<file path="config.mk">
export PLATFORM = sky130hd
export DESIGN_NAME = seg_scan_decoder
export DESIGN_NICKNAME = d
export VERILOG_FILES = /design/src/rtl/seg_pkg.sv /design/src/rtl/seg_glyph_decode.sv /design/src/rtl/seg_scan_decoder.sv
export SDC_FILE = /design/constraint.sdc
export NUM_CORES = 1
export LEC_CHECK = 0
export ABC_CLOCK_PERIOD_IN_PS = 3500
export CELL_PAD_IN_SITES_DETAIL_PLACEMENT = 1
export CELL_PAD_IN_SITES_GLOBAL_PLACEMENT = 1
export CORE_UTILIZATION = 33
export CTS_BUF_LIST = sky130_fd_sc_hd__clkbuf_2 sky130_fd_sc_hd__clkbuf_4 sky130_fd_sc_hd__clkbuf_8
export DETAILED_ROUTE_END_ITERATION = 16
export GPL_ROUTABILITY_DRIVEN = 0
export PLACE_DENSITY_LB_ADDON = 0.1
export SYNTH_ARGS = -nofsm -noshare
export SYNTH_HDL_FRONTEND = slang
export SYNTH_SLANG_ARGS = --single-unit
</file>
<file path="constraint.sdc">
create_clock -name clk -period 3.5 [get_ports clk]
set_input_delay 0.525 -clock clk [delete_from_list [all_inputs] [get_ports clk]]
set_output_delay 0.525 -clock clk [all_outputs]
set_load 0.02 [all_outputs]
</file>
<file path="src/rtl/seg_pkg.sv">
// seg_pkg: shared types and glyph constants for the 7-segment scan decoder
package seg_pkg;
  localparam int NUM_DIGITS = 5;
  localparam logic [6:0] BLANK_GLYPH = 7'h00;
  localparam logic [6:0] GLYPHS [16] = '{
    7'h3F, 7'h06, 7'h5B, 7'h4F, 7'h66, 7'h6D, 7'h7D, 7'h07,
    7'h7F, 7'h6F, 7'h77, 7'h7C, 7'h39, 7'h5E, 7'h79, 7'h71
  };
  typedef enum logic [1:0] {IDLE, SETTLE, HELD} state_t;
endpackage

</file>
<file path="src/rtl/seg_glyph_decode.sv">
// seg_glyph_decode: maps a g..a segment pattern to its hex nibble, blank or unknown
module seg_glyph_decode
  import seg_pkg::*;
(
  input  logic [6:0] i_glyph,
  output logic [3:0] o_nibble,
  output logic       o_blank,
  output logic       o_unknown
);
  always_comb begin
    o_nibble  = '0;
    o_blank   = i_glyph == BLANK_GLYPH;
    o_unknown = i_glyph != BLANK_GLYPH;
    for (int k = 0; k < 16; k++)
      if (i_glyph == GLYPHS[k]) begin
        o_nibble  = 4'(k);
        o_unknown = 1'b0;
      end
  end
endmodule

</file>
<file path="src/rtl/seg_scan_decoder.sv">
// seg_scan_decoder: samples a multiplexed 5-digit 7-segment scan and publishes whole frames atomically
module seg_scan_decoder
  import seg_pkg::*;
#(
  parameter int STABLE_CYCLES  = 4,
  parameter int TIMEOUT_CYCLES = 400000
) (
  input  logic                    clk,
  input  logic                    rst_n,
  input  logic [NUM_DIGITS-1:0]   sev_sel,
  input  logic [7:0]              sev_data,
  output logic [4*NUM_DIGITS-1:0] digits,
  output logic [NUM_DIGITS-1:0]   blank,
  output logic [NUM_DIGITS-1:0]   dp,
  output logic                    frame_valid,
  output logic                    frame_err,
  output logic                    stale
);
  localparam int TW = $clog2(TIMEOUT_CYCLES + 1);
  localparam logic [TW-1:0] TO_MAX = TW'(TIMEOUT_CYCLES);
  localparam logic [7:0] CNT_LAST = 8'(STABLE_CYCLES - 1);
  state_t                  r_state;
  logic [7:0]              r_cnt, r_data_q;
  logic [NUM_DIGITS-1:0]   r_sel_q, r_mask, r_sh_blank, r_sh_dp, r_blank, r_dp;
  logic [4*NUM_DIGITS-1:0] r_sh_dig, r_digits;
  logic                    r_sh_err, r_err, r_fv, r_stale;
  logic [TW-1:0]           r_to, w_to_nxt;
  logic [3:0]              w_nib;
  logic                    w_blank, w_unknown, w_onehot, w_bad, w_chg, w_rescan, w_cap, w_full;
  seg_glyph_decode u_dec (
    .i_glyph  (sev_data[6:0]),
    .o_nibble (w_nib),
    .o_blank  (w_blank),
    .o_unknown(w_unknown)
  );
  assign w_onehot = $countones(sev_sel) == 1;
  assign w_bad    = (sev_sel != '0) && !w_onehot;
  assign w_chg    = (sev_sel != r_sel_q) || (sev_data != r_data_q);
  // IDLE and any input change in SETTLE/HELD share the same select evaluation
  assign w_rescan = (r_state == IDLE) || w_chg;
  assign w_cap    = (r_state == SETTLE) && !w_chg && (r_cnt == CNT_LAST);
  assign w_full   = &r_mask;
  assign w_to_nxt = w_full ? '0 : (r_to == TO_MAX) ? r_to : r_to + TW'(1);
  always_ff @(posedge clk or negedge rst_n) begin
    if (!rst_n) begin
      r_state    <= IDLE;
      r_cnt      <= '0;
      r_sel_q    <= '0;
      r_data_q   <= '0;
      r_mask     <= '0;
      r_sh_dig   <= '0;
      r_sh_blank <= '0;
      r_sh_dp    <= '0;
      r_sh_err   <= 1'b0;
      r_to       <= '0;
      r_digits   <= '0;
      r_blank    <= '1;
      r_dp       <= '0;
      r_err      <= 1'b0;
      r_fv       <= 1'b0;
      r_stale    <= 1'b0;
    end else begin
      r_sel_q  <= sev_sel;
      r_data_q <= sev_data;
      if (w_rescan) begin
        r_state <= w_onehot ? SETTLE : IDLE;
        r_cnt   <= 8'd1;
      end else if (r_state == SETTLE) begin
        r_state <= w_cap ? HELD : SETTLE;
        r_cnt   <= r_cnt + 8'd1;
      end
      for (int i = 0; i < NUM_DIGITS; i++)
        if (w_cap && sev_sel[i]) begin
          r_sh_dig[4*i +: 4] <= w_nib;
          r_sh_blank[i]      <= w_blank;
          r_sh_dp[i]         <= sev_data[7];
        end
      // a publish edge starts a fresh frame, so only this edge's events survive it
      r_mask   <= (w_full ? '0 : r_mask) | (w_cap ? sev_sel : '0);
      r_sh_err <= (!w_full && r_sh_err) || (w_rescan && w_bad) || (w_cap && w_unknown);
      r_to     <= w_to_nxt;
      r_stale  <= !w_full && (w_to_nxt == TO_MAX);
      r_fv     <= w_full;
      if (w_full) begin
        r_digits <= r_sh_dig;
        r_blank  <= r_sh_blank;
        r_dp     <= r_sh_dp;
        r_err    <= r_sh_err;
      end
    end
  end
  assign digits      = r_digits;
  assign blank       = r_blank;
  assign dp          = r_dp;
  assign frame_valid = r_fv;
  assign frame_err   = r_err;
  assign stale       = r_stale;
endmodule
</file>
==> impl_metrics.csv <==
group,metric,value,unit
run_status,status,"complete, no violations",
setup_path,arrival,3.08,ns
floorplanning,die_area,16100,um^2
power_and_ir_drop,vdd_drop_max,0.159,mV
timing,setup_viol,0,
synthesis,seq_area_frac_synth,54.0,%
timing,max_freq,0.358,GHz
flow_run,drv_cap,0,
timing,maxSlewViolCount,0,
timing,relSlewSlack,46.0,%
detailed_routing,num_vias,3814,
layout,layout_common_cells,"120 x nand2_1, 106 x dfrtp_1, 46 x clkdlybuf4s50_1",
placed_design,post-place-ws,0.261,ns
placed_design,portBuffers,47,
cts,cts_tree,"yes",
timing,hold_viol,0,
floorplanning,rows,45,
grt,overflow,0,
setup_path,crit_buf_inv,1,
setup_path,crit_path_top_delay_cell,"clkdlybuf4s50_1",
setup_path,r2r_start,"r_to[0]$_DFF_PN0_",
floorplanning,initial_core_util,33.9,%
cts,cts-root-buf,"clkbuf_8",
detailed_routing,avgRoutedWirePerCell,17.0,um
grt,grt_pass1_wl,21900,um
timing,worst_slack,0.704,ns
timing,fin_crit_sh,79.9,%
detailed_routing,dr.pass1.iters,4,
placed_design,dp_hpwl,9100,um
synthesis,synth_seq_cells,111,
layout,diodes,0,
cts,numCtsBuffers,9,
detailed_routing,via_per_inst,5.05,
layout,area_growth,18.8,%
floorplanning,die_y,127,um
layout,final_common_cell,"nand2_1",
cts,clk_pin_slew,0.12,ns
setup_path,cp-startpoint,"sev_data[5]",
synthesis,yosysWarnings,0,
synthesis,async_flop_share,100,%
cts,clock_path_buffers,2,
grt,grt_pass1_vias,4087,
timing,setup_tns,0,ns
timing,grt_setup_unrepaired,"no",
grt,grt_start_max_net_pins,60,
setup_path,path_cells,"clkdlybuf4s50_1 -> xnor2_1 -> nand2_1 -> or3_4 -> nor4_4 -> nand2_2 -> mux2_1",
grt,grt_antenna_before_repair,0,
detailed_routing,drt_iter0_markers,156,
synthesis,synth.avg_cell_area,10.2,um^2
synthesis,synth_cell_types,55,
synthesis,netlist_instances,507,
timing,fin_skew,0.0183,ns
synthesis,yosys-top-cells-area,"dfrtp_1 51%, nand2_1 8.7%, mux2_2 5.9%",
layout,final_util,40.3,%
synthesis,synth_ff_type,"dfrtp_1",
floorplanning,pin_count,48,
detailed_routing,postRouteAntennaNets,0,
placed_design,place_inst,739,
layout,drive_above_1_share,13.8,%
timing,worst_pin_slew,0.810,ns
power_and_ir_drop,p_leak,2.81,nW
setup_path,critical_path_class,"input port to flop",
detailed_routing,routed_wl,12800,um
setup_path,cp_top_family,"simple AND/OR/NAND/NOR gates",
synthesis,syn_area,5150,um^2
layout,finalNetCount,584,
setup_path,r2r_cells,8,
cts,cts_htree_levels,3,
setup_path,crit_fanout,11,
cts,worstSkewPairLatency,0.39,ns
floorplanning,core_area,15200,um^2
grt,grt_use_total,17.3,%
layout,final_cells,755,
power_and_ir_drop,power_density,373,nW/um^2
min_path,hold_class,"input port to asynchronous set/reset pin",
cts,cts_resized,0,
setup_path,cpPeakStageDelay,0.70,ns
synthesis,synth_edf_count,0,
setup_path,path_depth,7,
detailed_routing,drc_errors,0,
synthesis,synth_top_area_cell,"dfrtp_1",
setup_path,startpoint_type,"input port",
setup_path,cp.required,3.78,ns
synthesis,synth_top_area_share,51.5,%
cts,post-cts-setup-buffers,0,
cts,clock_sinks,111,
setup_path,end_kind,"flop",
floorplanning,die_w,127,um
synthesis,synth.net_count,529,
cts,postCtsHoldBufs,0,
timing,finalCriticalPeriod,2.80,ns
-- cell type report --
| type | instances | area (um^2) |
|---|---|---|
| Clock inverter | 7 | 88.8 |
| Fill cell | 1711 | 9080 |
| Multi-Input combinational cell | 361 | 2230 |
| Inverter | 15 | 56.3 |
| Sequential cell | 111 | 2780 |
| Clock buffer | 9 | 124 |
| Tap cell | 188 | 235 |
| Timing Repair Buffer | 64 | 608 |
-- Yosys cell counts (all sizes together) (2+ instances only) --
cell type and number:
o21ai 12, inv 15, mux2i 5, o211ai 3
or4 5, mux2 30, xor2 14, a31oi 5
xnor2 21, nand2 125, buf 5, nand3b 2
nor4 9, or3 8, fa 2, o32ai 2
nand4 9, nor2b 3, and2 2, nor2 33
a21oi 8, nor3b 3, nor3 11, dfrtp 106
nand3 20, dfstp 5, nand2b 2, ha 5
o31ai 3, clkbuf 15, and3 3
-- power by group --
part	total (W)	switching (W)	internal (W)
Combinational	0.000147	0.0000904	0.0000563
Sequential	0.00130	0.00000672	0.00130
Clock	0.000837	0.000489	0.000348
-- state kept, by name, summed over array words and instances, names as in the netlist, 2 cells and up --
name / count
r_sel_q: 5
r_state: 2
blank: 5
r_mask: 5
digits: 20
r_sh_dig: 20
r_sh_blank: 5
r_cnt: 8
r_data_q: 8
r_sh_dp: 5
r_to: 19
dp: 5
-- kinds of logic after synthesis --
family | Yosys count | synth area share (%)
AND/OR/NAND/NOR | 241 | 22.3
flip-flops | 111 | 54.0
AO/OA/AOI/OAI | 42 | 5.29
XOR/XNOR | 35 | 5.95
buffers and inverters | 35 | 2.74
multiplexers | 35 | 7.53
adder cells (fa/ha/maj) | 8 | 2.19
-- routing by layer --
| layer | up-vias | track usage, % | part of all wire [%] |
|---|---|---|---|
| li1 | 1839 | - | - |
| met1 | 1919 | 23.8 | 50 |
| met2 | 47 | 27.9 | 47 |
| met3 | 9 | 4.31 | 2.5 |
| met4 | 0 | 3.64 | 0.60 |
| met5 | - | 0 | 0 |
-- stage by stage --
stage                     power, W  hold slack, ns  cell area, um^2
after global placement     0.00147           0.444             5910
after floorplan            0.00139           0.229             5150
final                      0.00229           0.208             6120
after CTS                  0.00234           0.218             6120
after global routing       0.00239           0.256             6120
after detailed placement   0.00148           0.456             5910
-- worst paths after layout --
check	slack, ns	to
worst max-delay path	0.70	r_sh_blank[4]$_DFFE_PN0P_
worst min-delay path	0.21	r_cnt[2]$_DFFE_PN0P_
worst max register to register	1.01	stale$_DFF_PN0_
worst min register to register	0.47	blank[0]$_DFFE_PN1P_
max in group asynchronous	2.49	blank[0]$_DFFE_PN1P_
min in group clk	0.47	blank[0]$_DFFE_PN1P_
(Power assumes the default switching activity.)
